### src/rtl/mem_data_arbiter.sv
// mem_data_arbiter
// Shares the single-port byte-addressable data RAM between the core
// load/store port (c_*) and the debug/loader port (d_*).
// Arbitration is round-robin. Every granted access runs through a fixed
// IDLE -> ACCESS -> DONE sequence. Out-of-range accesses and writes to the
// input-only IO word are rejected before they reach the RAM.
//
// Ports:
//   clk, reset            : clock; asynchronous active-high reset
//   c_req/c_we/c_addr/c_wdata : core request, held until c_ack
//   c_ack/c_err/c_rdata   : core completion pulse, reject flag, read data
//   d_*                   : same as the core port, for debug/loader
//   addr_bus, write_data_bus, write_signal : RAM address, data, write enable
//   read_data_bus         : RAM combinational read data
//   busy                  : sequencer is not in IDLE
module mem_data_arbiter #(
  parameter int unsigned MEM_BYTES   = 100,
  parameter int unsigned IO_IN_BYTES = 4
) (
  input  logic        clk,
  input  logic        reset,
  // core port
  input  logic        c_req,
  input  logic        c_we,
  input  logic [31:0] c_addr,
  input  logic [31:0] c_wdata,
  output logic        c_ack,
  output logic        c_err,
  output logic [31:0] c_rdata,
  // debug/loader port
  input  logic        d_req,
  input  logic        d_we,
  input  logic [31:0] d_addr,
  input  logic [31:0] d_wdata,
  output logic        d_ack,
  output logic        d_err,
  output logic [31:0] d_rdata,
  // RAM side
  output logic [31:0] addr_bus,
  output logic [31:0] write_data_bus,
  output logic        write_signal,
  input  logic [31:0] read_data_bus,
  output logic        busy
);

  localparam int unsigned AW = 32;
  localparam int unsigned DW = 32;

  // Highest legal word start address and end of the input-only region
  localparam logic [AW-1:0] MAX_ADDR = AW'(MEM_BYTES - 4);
  localparam logic [AW-1:0] IO_LIMIT = AW'(IO_IN_BYTES);

  localparam logic OWNER_CORE = 1'b0;
  localparam logic OWNER_DBG  = 1'b1;

  typedef enum logic [1:0] {
    S_IDLE   = 2'd0,
    S_ACCESS = 2'd1,
    S_DONE   = 2'd2
  } state_e;

  state_e state_q, state_d;

  // Latched access fields
  logic          owner_q, owner_d;
  logic          we_q, we_d;
  logic [AW-1:0] addr_q, addr_d;
  logic [DW-1:0] wdata_q, wdata_d;
  logic          err_q, err_d;
  logic          last_grant_q, last_grant_d;

  // Registered outputs
  logic          c_ack_q, c_ack_d;
  logic          c_err_q, c_err_d;
  logic [DW-1:0] c_rdata_q, c_rdata_d;
  logic          d_ack_q, d_ack_d;
  logic          d_err_q, d_err_d;
  logic [DW-1:0] d_rdata_q, d_rdata_d;
  logic [AW-1:0] addr_bus_q, addr_bus_d;
  logic [DW-1:0] wdb_q, wdb_d;
  logic          ws_q, ws_d;
  logic          busy_q, busy_d;

  // Request selection
  logic          grant_any;
  logic          grant_dbg;
  logic          sel_we;
  logic [AW-1:0] sel_addr;
  logic [DW-1:0] sel_wdata;
  logic          sel_err;

  // Round-robin pick: on a tie the port that did not win last time goes
  always_comb begin
    grant_any = c_req | d_req;
    grant_dbg = d_req & (~c_req | (last_grant_q == OWNER_CORE));
    sel_we    = grant_dbg ? d_we    : c_we;
    sel_addr  = grant_dbg ? d_addr  : c_addr;
    sel_wdata = grant_dbg ? d_wdata : c_wdata;
    // Unsigned compare, so wrapped addresses near 2^32 are rejected too
    sel_err   = (sel_addr > MAX_ADDR) | (sel_we & (sel_addr < IO_LIMIT));
  end

  // State register
  always_ff @(posedge clk or posedge reset) begin
    if (reset) begin
      state_q <= S_IDLE;
    end else begin
      state_q <= state_d;
    end
  end

  // Next-state logic
  always_comb begin
    state_d = state_q;
    unique case (state_q)
      S_IDLE:   if (grant_any) state_d = S_ACCESS;
      S_ACCESS: state_d = S_DONE;
      S_DONE:   state_d = S_IDLE;
      default:  state_d = S_IDLE;
    endcase
  end

  // Output and latch next-values, decoded from state, latched fields and the grant
  always_comb begin
    owner_d      = owner_q;
    we_d         = we_q;
    addr_d       = addr_q;
    wdata_d      = wdata_q;
    err_d        = err_q;
    last_grant_d = last_grant_q;
    c_ack_d      = 1'b0;
    c_err_d      = 1'b0;
    c_rdata_d    = c_rdata_q;
    d_ack_d      = 1'b0;
    d_err_d      = 1'b0;
    d_rdata_d    = d_rdata_q;
    addr_bus_d   = '0;
    wdb_d        = '0;
    ws_d         = 1'b0;
    busy_d       = (state_d != S_IDLE);

    unique case (state_q)
      S_IDLE: begin
        if (grant_any) begin
          owner_d      = grant_dbg ? OWNER_DBG : OWNER_CORE;
          we_d         = sel_we;
          addr_d       = sel_addr;
          wdata_d      = sel_wdata;
          err_d        = sel_err;
          last_grant_d = grant_dbg ? OWNER_DBG : OWNER_CORE;
          // RAM-side outputs for the coming ACCESS cycle; rejected accesses stay at 0
          if (!sel_err) begin
            addr_bus_d = sel_addr;
            if (sel_we) begin
              wdb_d = sel_wdata;
              ws_d  = 1'b1;
            end
          end
        end
      end
      S_ACCESS: begin
        // Read data captured at the end of ACCESS; rejected accesses return 0
        if (owner_q == OWNER_CORE) begin
          if (err_q)      c_rdata_d = '0;
          else if (!we_q) c_rdata_d = read_data_bus;
          c_ack_d = 1'b1;
          c_err_d = err_q;
        end else begin
          if (err_q)      d_rdata_d = '0;
          else if (!we_q) d_rdata_d = read_data_bus;
          d_ack_d = 1'b1;
          d_err_d = err_q;
        end
      end
      default: ;
    endcase
  end

  // Latched fields and registered outputs; reset clears write_signal immediately
  always_ff @(posedge clk or posedge reset) begin
    if (reset) begin
      owner_q      <= OWNER_CORE;
      we_q         <= 1'b0;
      addr_q       <= '0;
      wdata_q      <= '0;
      err_q        <= 1'b0;
      last_grant_q <= OWNER_DBG;
      c_ack_q      <= 1'b0;
      c_err_q      <= 1'b0;
      c_rdata_q    <= '0;
      d_ack_q      <= 1'b0;
      d_err_q      <= 1'b0;
      d_rdata_q    <= '0;
      addr_bus_q   <= '0;
      wdb_q        <= '0;
      ws_q         <= 1'b0;
      busy_q       <= 1'b0;
    end else begin
      owner_q      <= owner_d;
      we_q         <= we_d;
      addr_q       <= addr_d;
      wdata_q      <= wdata_d;
      err_q        <= err_d;
      last_grant_q <= last_grant_d;
      c_ack_q      <= c_ack_d;
      c_err_q      <= c_err_d;
      c_rdata_q    <= c_rdata_d;
      d_ack_q      <= d_ack_d;
      d_err_q      <= d_err_d;
      d_rdata_q    <= d_rdata_d;
      addr_bus_q   <= addr_bus_d;
      wdb_q        <= wdb_d;
      ws_q         <= ws_d;
      busy_q       <= busy_d;
    end
  end

  assign c_ack          = c_ack_q;
  assign c_err          = c_err_q;
  assign c_rdata        = c_rdata_q;
  assign d_ack          = d_ack_q;
  assign d_err          = d_err_q;
  assign d_rdata        = d_rdata_q;
  assign addr_bus       = addr_bus_q;
  assign write_data_bus = wdb_q;
  assign write_signal   = ws_q;
  assign busy           = busy_q;

endmodule
### config.mk
export PLATFORM = sky130hd
export DESIGN_NAME = mem_data_arbiter
export DESIGN_NICKNAME = d
export VERILOG_FILES = /design/src/rtl/mem_data_arbiter.sv
export SDC_FILE = /design/constraint.sdc
export NUM_CORES = 1
export LEC_CHECK = 0
export ABC_AREA = 1
export BUFFER_PORTS_ARGS = -buffer_cell sky130_fd_sc_hd__clkbuf_2
export CAP_MARGIN = 20
export CORE_MARGIN = 4
export CORE_UTILIZATION = 46
export DETAILED_ROUTE_END_ITERATION = 12
export GPL_TIMING_DRIVEN = 0
export PLACE_DENSITY = 0.82
export REMOVE_ABC_BUFFERS = 1
export SYNTH_ARGS = -nofsm -noshare
export SYNTH_HDL_FRONTEND = slang
export SYNTH_SLANG_ARGS = --single-unit
### constraint.sdc
create_clock -name clk -period 4.7 [get_ports clk]
set_input_delay 0 -clock clk [delete_from_list [all_inputs] [get_ports clk]]
set_output_delay 0 -clock clk [all_outputs]
set_load 0.05 [all_outputs]
# After elaboration in Yosys (flattened, before gate mapping)
# Cells that the tools add are included.
dict set report classes {
  order_cmp 2
  eq_ne 2
  mux 27
  bitwise 8
  n_reduce_logical 5
}
# op count
set op_table {}
lappend op_table {{$mux 32} 11}
lappend op_table {{$gt 32x7->1 const B} 1}
lappend op_table {{$lt 32x3->1 const B} 1}
lappend op_table {{$mux 1} 14}
lappend op_table {{$reduce_and 3->1} 2}
lappend op_table {{$pmux 2 s2} 1}
lappend op_table {{$not 1->1} 3}
lappend op_table {{$or 1x1->1} 3}
lappend op_table {{$and 1x1->1} 2}
lappend op_table {{$eq 2x1->1 const B} 1}
lappend op_table {{$logic_not 2->1} 1}
lappend op_table {{$mux 2} 1}
lappend op_table {{$ne 2x1->1 const B} 1}
lappend op_table {{$reduce_and 2->1} 1}
lappend op_table {{$reduce_bool 2->1} 1}
dict set report word_totals {
  ff_bits 140
  in_bits 166
  out_inout_bits 134
  word_cells 59
}

# Logic depth before layout (Yosys ltp)
# Gate-level depths: netlist of run 1.
dict set report depth {
  depth_word 10
  mapped_depth 13
  ltp_nobuf 11
}

# Worst setup path before layout of run 1
# OpenSTA, ideal clock, no wires.
dict set report synth_path {
  path_kind {reg2reg}
  from {register last_grant_q}
  to {register wdb_q[10] (netlist: write_data_bus[10])}
  setup_ps 116
  arrival_ps 1689
  path_slack_ps 2895
  stages_incl_launch_ff 10
  period_less_slack_ps 1805
  cell_sequence {dfstp_2 > nand2_2 > nand2_4 > o21ai_0 > or2_2 > nor2_2 > nor2_4 > nand3_2 > buf_6 > nor2_2}
}
dict set report synth_between {
  elab_chain_len 10
  elab_cells_between_ends 14
  classes_between {2 x order compare; 7 x mux; 5 x bitwise}
}
# item line
set synth_rtl {}
lappend synth_rtl {{from (decl)} 70} ;# logic last_grant_q, last_grant_d;
lappend synth_rtl {{from (signal assigned)} 204} ;# last_grant_q <= last_grant_d;
lappend synth_rtl {{$not 1->1 (*)} 95} ;# grant_dbg = d_req & (~c_req | (last_grant_q == OWNER_CORE));
lappend synth_rtl {{$or 1x1->1 (*)} 95}
lappend synth_rtl {{$and 1x1->1 (*)} 95}
lappend synth_rtl {{$mux 32} 97} ;# sel_addr = grant_dbg ? d_addr : c_addr;
lappend synth_rtl {{$lt 32x3->1} 100} ;# sel_err = (sel_addr > MAX_ADDR) | (sel_we & (sel_addr < IO_LIMIT));
lappend synth_rtl {{$and 1x1->1} 100}
lappend synth_rtl {{$or 1x1->1} 100}
lappend synth_rtl {{$mux 32 (*)} 152} ;# if (!sel_err) begin
lappend synth_rtl {{$mux 32 (*)} 144} ;# if (grant_any) begin
lappend synth_rtl {{$mux 32 (*)} 142} ;# unique case (state_q)
lappend synth_rtl {{net wdb_d[10]} 80} ;# logic [DW-1:0] wdb_q, wdb_d;
lappend synth_rtl {{to (signal assigned)} 212} ;# wdb_q <= wdb_d;
lappend synth_rtl {{to (decl)} 80}
# Mark *: on every way through the listed nets, which the timed path passes. The rest lies on a longest branch.
# A chain may end at the register's enable or synchronous reset.

# Final worst setup path of run 1
dict set report layout_path {
  from {register last_grant_q}
  to {register wdb_q[12] (netlist: write_data_bus[12])}
}
# The elaborated chain is that of the path after synthesis.

==> summary.md, run 1 <==
| Metric | Value |
|---|---|
| TritonCTS buffer count | 17 |
| Global Route Usage Sum | 25.1% |
| Pre-CTS WS | 901 ps |
| Ranking of synthesized cells by area | dfrtp_1, nand2_1, mux2_2, inv_1, nor2_1 |
| Fin. Hold Viols | 2 |
| Max_slew headroom | 32.2% |
| VDD IR-drop max | 0.222 mV |
| CTS root buf | clkbuf_16 |
| Area of the die | 15200 um2 |
| Seq. cell area | 3500 um2 |
| Kind of cell adding the most delay to the critical path | simple AND/OR/NAND/NOR gates |
| HPWL Detailed | 12100 um |
| Clock Path Buffers | 2 |
| CP peak stage delay | 770 ps |
| CTS Sinks | 140 |
| Core area | 12800 um2 |
| Share of post-route cells with drive strength above 1 | 40.7% |
| Most frequent cells in the layout | clkbuf_2, nand2_1, dfrtp_1 |
| Synthesized area | 6130 um2 |
| Cell variety after synth | 29 |
| WHS | -6.42 ps |
| Max-cap violations | 0 |
| Tmin final | 3920 ps |
| Final Core Density | 73.2% |
| Core Rows | 41 |
| H-tree levels | 4 |
| Failing checks | hold timing |
| Initial DRT Pass Iterations | 5 |
| Post-DR wirelength/cell | 15.5 um |
| Seq cells post-synth | 140 |
| Crit-path cells | nand2_2, nand2_4, inv_2, nand2_1, nand2_1, nand3_1, nor3_1, nor2_2, nand3_2, nor2_2 |
| Yosys top cell by area | dfrtp_1 |
| Starting DRT DRC Count | 329 |
| TritonCTS clock tree | done |
| Max Clk Rate | 255 MHz |
| Port bufs | 299 |
| Worst min path class | in2reg |
| WP data arrival | 4230 ps |
| Cell-internal power | 2.34 mW |
| Vias after detailed routing | 5774 |
| GRT Residual Overflow | 0 |
| CP startpoint kind | flip-flop |
| Vias in the first global route | 5946 |
| Antenna violations before repair | 0 |
| Sequential share of power | 37.8% |
| Antenna cell count | 0 |
| IO Count | 300 |
| Sequential element share of the synthesized area | 57.1% |
| Worst path slowest cell | nand3_2 |
| # DRC | 0 |
| Area delta synth->final | 53.1% |
| Warnings from Yosys | 0 |
| Post-DR vias/cell | 4.68 |
| Chip width | 123 um |
| Post_cts resized | 0 |
| Clock Pin Slew Worst Setup and Hold Paths | 60 ps |
| Syn Area/Cell | 9.63 um2 |
| Starting density of the core | 47.8% |
| Max Transition Viols Final | 0 |
| Worst Max-Slew Pin Slew | 1010 ps |
| Die H | 123 um |
| WL final | 19100 um |
| Combinational share of power | 24.9% |
| Final setup violation count | 0 |
| Clock network fraction of design power | 37.3% |
| Worst Setup End Kind | flip-flop |
| Switching part of the total | 31.3% |
| Maximum fanout along the worst path | 73 |
| RSZ-0062 raised after global routing | false |
| Buf+Inv Stages, Crit Path | 1 |
| Synth top area share | 56.7% |
| Commonest non-fill, non-tap cell in the layout | clkbuf_2 |
| CP required | 5010 ps |
| Status | finished with violations |
| Cell Pwr Density | 363 nW/um2 |
| Pin count of the biggest net entering global routing | 79 |
| Clock latency on the worst-skew pair | 410 ps |
| Fillers | 844 |
| First-pass GRT wire length | 29300 um |
| Multi-input logic area | 2220 um2 |
| Switch Pwr | 1.07 mW |
| Post-Synthesis Cells | 637 |
| Nets | 1214 |
| Period utilization | 83.4% |
| Remaining antenna violation count | 0 |
| GP Congestion | 0.794 |
| P_leak | 5.55 nW |
| Crit Path Class | reg2reg |
| Worst setup margin | 779 ps |
| Skew final | 8.95 ps |
## final timing paths
| kind | startpoint | endpoint | slack [ps] | cells after the start |
|---|---|---|---|---|
| min in group asynchronous | reset | write_signal | 240 | 3 |
| hold / removal | read_data_bus[24] | c_rdata[24] | -6 | 4 |
| max in group asynchronous | reset | addr_bus[14] | 3710 | 4 |
| setup reg to reg | last_grant_q | write_data_bus[12] | 780 | 10 |
| hold reg to reg | last_grant_q | last_grant_q | 480 | 2 |
| setup / recovery | last_grant_q | write_data_bus[12] | 780 | 10 |
## layer usage
metal / vias to the layer above / share of wire (%) / track usage [%]
met4: 0 / 2.6 / 9.62
li1: 2731 / - / -
met1: 2723 / 37 / 27.5
met2: 279 / 52 / 45.9
met3: 41 / 8.1 / 7.04
met5: - / 0 / 0
## layout make-up
cell class,count,area share [%]
repair buffers,396,27.0
multi-input cells,401,23.6
well taps,172,2.29
inverters,92,3.73
clock inverters,13,1.44
clock buffers,19,4.61
flip-flops and latches,140,37.3
## flip-flops by register name, summed over array words and instances (netlist names)
register	count
write_signal	1
write_data_bus	32
state_q	2
c_ack	1
c_err	1
we_q	1
err_q	1
addr_bus	32
d_rdata	32
d_err	1
last_grant_q	1
d_ack	1
c_rdata	32
owner_q	1
busy	1
## synthesized netlist by cell type (all sizes together)
cell / instances
nand3b: 11
o21ai: 9
inv: 92
mux2: 64
nand3: 18
buf: 18
dfstp: 1
nand2: 173
nor3: 6
clkbuf: 10
conb: 1
a21oi: 1
or2: 1
dfrtp: 139
nor2: 92
mux2i: 1
## power by group through the flow
stage | Sequential (mW) | Combinational (mW) | Clock, mW
after CTS | 1.29 | 0.829 | 1.30
after detailed placement | 1.31 | 0.720 | 0
after global placement | 1.31 | 0.671 | 0
final | 1.29 | 0.850 | 1.27
after global routing | 1.29 | 0.922 | 1.36
after floorplan | 1.42 | 0.355 | 0
## cell families after synthesis
| group | after synthesis | synth area share (%) |
|---|---|---|
| flip-flops | 140 | 57.1 |
| multiplexers | 65 | 11.9 |
| other | 1 | 0.0611 |
| AO/OA/AOI/OAI | 10 | 0.877 |
| AND/OR/NAND/NOR | 301 | 21.6 |
| buffers and inverters | 120 | 8.40 |
## through the flow
step	setup TNS [ps]	power (mW)	std cells	hold slack (ps)	cell area, um2
floorplan	0	1.77	633	168	6050
global placement	-60890	1.98	1104	282	7760
detailed placement	0	2.03	1108	119	7890
CTS	0	3.42	1233	0.738	9390
global route	0	3.57	1233	5.33	9390
finish	0	3.41	1233	-6.42	9390
## worst register-to-register path, delay by kind of cell, from the launching register on
kind | cells | cell delay (ps)
buf+inv | 1 | 490
flops | 1 | 540
simple gates | 9 | 2820
## timing repair
action,in CTS,in global routing
endpoints found under the hold margin,124,0
setup endpoints to repair,0,0
hold buffers,93,0
buffers inserted,0,0
Power figures use the tool's default switching activity.
==> run 2: changes to the inputs <==
Settings changed: CORE_UTILIZATION 46 to 42, PLACE_DENSITY 0.82 to 0.79.
Clock period 4.7 ns to 3.3 ns, I/O delays scaled along.
==> run 2 against run 1 <==
- the flow now finishes without violations
- non-clock buffer count increased by 12
- register-to-register slack got worse by 350 ps
- critical path depth unchanged
- hold slack improved by 20 ps
- power increased by 52%
- cell count increased by 1.9%
- clock skew decreased by 1.3 ps
- flip-flop and latch count unchanged
- cell area increased by 2.7%
- worst setup slack got worse by 350 ps
- combinational power increased by 47%
- highest routed layer unchanged
- sequential power increased by 43%
==> summary.md, run 2 (same netlist as run 1, synthesis figures left out) <==
| Metric | Value |
|---|---|
| Status | complete, no violations |
| GRT Residual Overflow | 0 |
| RSZ-0062 raised after global routing | false |
| Starting density of the core | 43.5% |
| First-pass GRT wire length | 30600 um |
| GP Congestion | 0.774 |
| Cell-internal power | 3.67 mW |
| Clock Pin Slew Worst Setup and Hold Paths | 60 ps |
| Gr busiest metal | met2 |
| CP startpoint kind | flip-flop |
| CTS root buf | clkbuf_16 |
| Kind of cell adding the most delay to the critical path | simple AND/OR/NAND/NOR gates |
| Seq. cell area | 3500 um2 |
| HPWL Detailed | 11600 um |
| Hold path cells | 4 |
| Worst min path class | in2reg |
| WHS | 13.9 ps |
| Crit-path cells | nand2_4, nand2_8, inv_2, nand2_1, nand2_1, nand3_1, nor3_1, nor2_2, nand3_4, nor2_2 |
| Clock Path Buffers | 2 |
| Global Route Usage Sum | 23.7% |
| Setup repair bufs after CTS | 0 |
| Worst Setup End Kind | flip-flop |
| Clock latency on the worst-skew pair | 420 ps |
| # DRC | 0 |
| Reg2reg end | write_data_bus[20] |
| WP data arrival | 3190 ps |
| Nets | 1227 |
| Grt met3 use | 6.72% |
| Share of post-route cells with drive strength above 1 | 40.3% |
| CP peak stage delay | 550 ps |
| WHS Endpoint | d_rdata[21] |
| Worst path slowest cell | dfstp_2 |
| Final setup violation count | 0 |
| Clock network fraction of design power | 40.5% |
| Period utilization | 86.9% |
| Crit Path Class | reg2reg |
| Cell Pwr Density | 538 nW/um2 |
| Initial DRT Pass Iterations | 4 |
| Most frequent cells in the layout | clkbuf_2, nand2_1, dfrtp_1 |
| Max Transition Viols Final | 0 |
| IO Count | 300 |
| Buf+Inv Stages, Crit Path | 1 |
| Die H | 129 um |
| TritonCTS buffer count | 17 |
| Chip width | 129 um |
| Min-delay src | read_data_bus[21] |
| Met2 Use GR | 43.1% |
| Multi-input logic area | 2250 um2 |
| Post-DR vias/cell | 4.68 |
| Skew final | 7.64 ps |
| Worst setup margin | 432 ps |
| Area delta synth->final | 57.3% |
| Maximum fanout along the worst path | 37 |
| Fin. Hold Viols | 0 |
| Tmin final | 2870 ps |
| Reg2reg path depth | 10 |
| Antenna violations before repair | 0 |
| Met1 GRT Util | 24.8% |
| Pre-CTS WS | -507 ps |
| Commonest non-fill, non-tap cell in the layout | clkbuf_2 |
| Post-DR wirelength/cell | 15.8 um |
| WL final | 19800 um |
| Pin count of the biggest net entering global routing | 104 |
| Switching part of the total | 29.3% |
| Combinational share of power | 24.0% |
| Fillers | 947 |
| Port bufs | 299 |
| Worst Max-Slew Pin Slew | 938 ps |
| Vias in the first global route | 6170 |
| H-tree levels | 4 |
| VDD IR-drop max | 0.351 mV |
| TritonCTS clock tree | done |
| Area of the die | 16600 um2 |
| Core Rows | 43 |
| Vias after detailed routing | 5878 |
| RR Startpoint | last_grant_q |
| Max-cap violations | 0 |
| CTS Sinks | 140 |
| Switch Pwr | 1.52 mW |
| P_leak | 5.65 nW |
| Core area | 14100 um2 |
| Starting DRT DRC Count | 282 |
| Remaining antenna violation count | 0 |
| Max_slew headroom | 37.2% |
| Reg2Reg Setup Slack | 430 ps |
| Sequential share of power | 35.4% |
| Max Clk Rate | 349 MHz |
| CP required | 3620 ps |
run 2: tightest hold or removal path: stages:
cell and delay, ps:
clkbuf_2 80, inv_1 30, nor2_1 120, mux2_2 170
run 2: how the worst max path moves through the flow:
stage / startpoint / to / slack, ps / depth (start not counted)
2_1_floorplan: reset / addr_bus[0] / -450 / 1
6_report: last_grant_q / write_data_bus[20] / 430 / 10
3_3_place_gp: reset / addr_bus[5] / -1890 / 2
3_5_place_dp: last_grant_q / write_data_bus[31] / -510 / 10
5_1_grt: last_grant_q / write_data_bus[20] / 240 / 10
4_1_cts: last_grant_q / write_data_bus[25] / 120 / 10
run 2: timing repair:
action	4_1_cts	5_1_grt
hold buffers	105	0
gates resized for setup	2	1
hold endpoints to repair	124	0
endpoints found under the setup margin	33	33
pin swaps	0	2
gates cloned	0	1
run 2: metal layers:
metal | up-vias | part of all wire (%)
li1 | 2760 | -
met1 | 2756 | 36
met2 | 298 | 52
met3 | 64 | 7.6
met4 | 0 | 4.1
met5 | - | 0
run 2: per-stage QoR:
stage                     cells  TNS (ps)  cell area [um2]  utilization (%)  total power [mW]
after floorplan             633    -62720             6050                -              2.53
after global routing       1254         0             9640             68.4              5.41
final                      1256         0             9650             68.4              5.19
after detailed placement   1116    -15690             7900             56.1              2.89
after global placement     1112   -326880             7770             55.2              2.82
after CTS                  1253         0             9630             68.3              5.17
run 2: layout make-up:
type                            count  share of cell area (%)
Multi-Input combinational cell    402                    23.3
Sequential cell                   140                    36.3
Clock inverter                     12                    2.17
Antenna cell                        2                  0.0519
Inverter                           92                    3.63
Tap cell                          180                    2.33
Clock buffer                       20                    4.63
Timing Repair Buffer              408                    27.5
run 2: power by group through the flow:
stage | Clock (mW) | Combinational, mW | Sequential, mW
global placement | 0 | 0.962 | 1.86
detailed placement | 0 | 1.03 | 1.87
CTS | 2.13 | 1.20 | 1.83
finish | 2.10 | 1.25 | 1.84
global route | 2.22 | 1.35 | 1.84
floorplan | 0 | 0.506 | 2.02
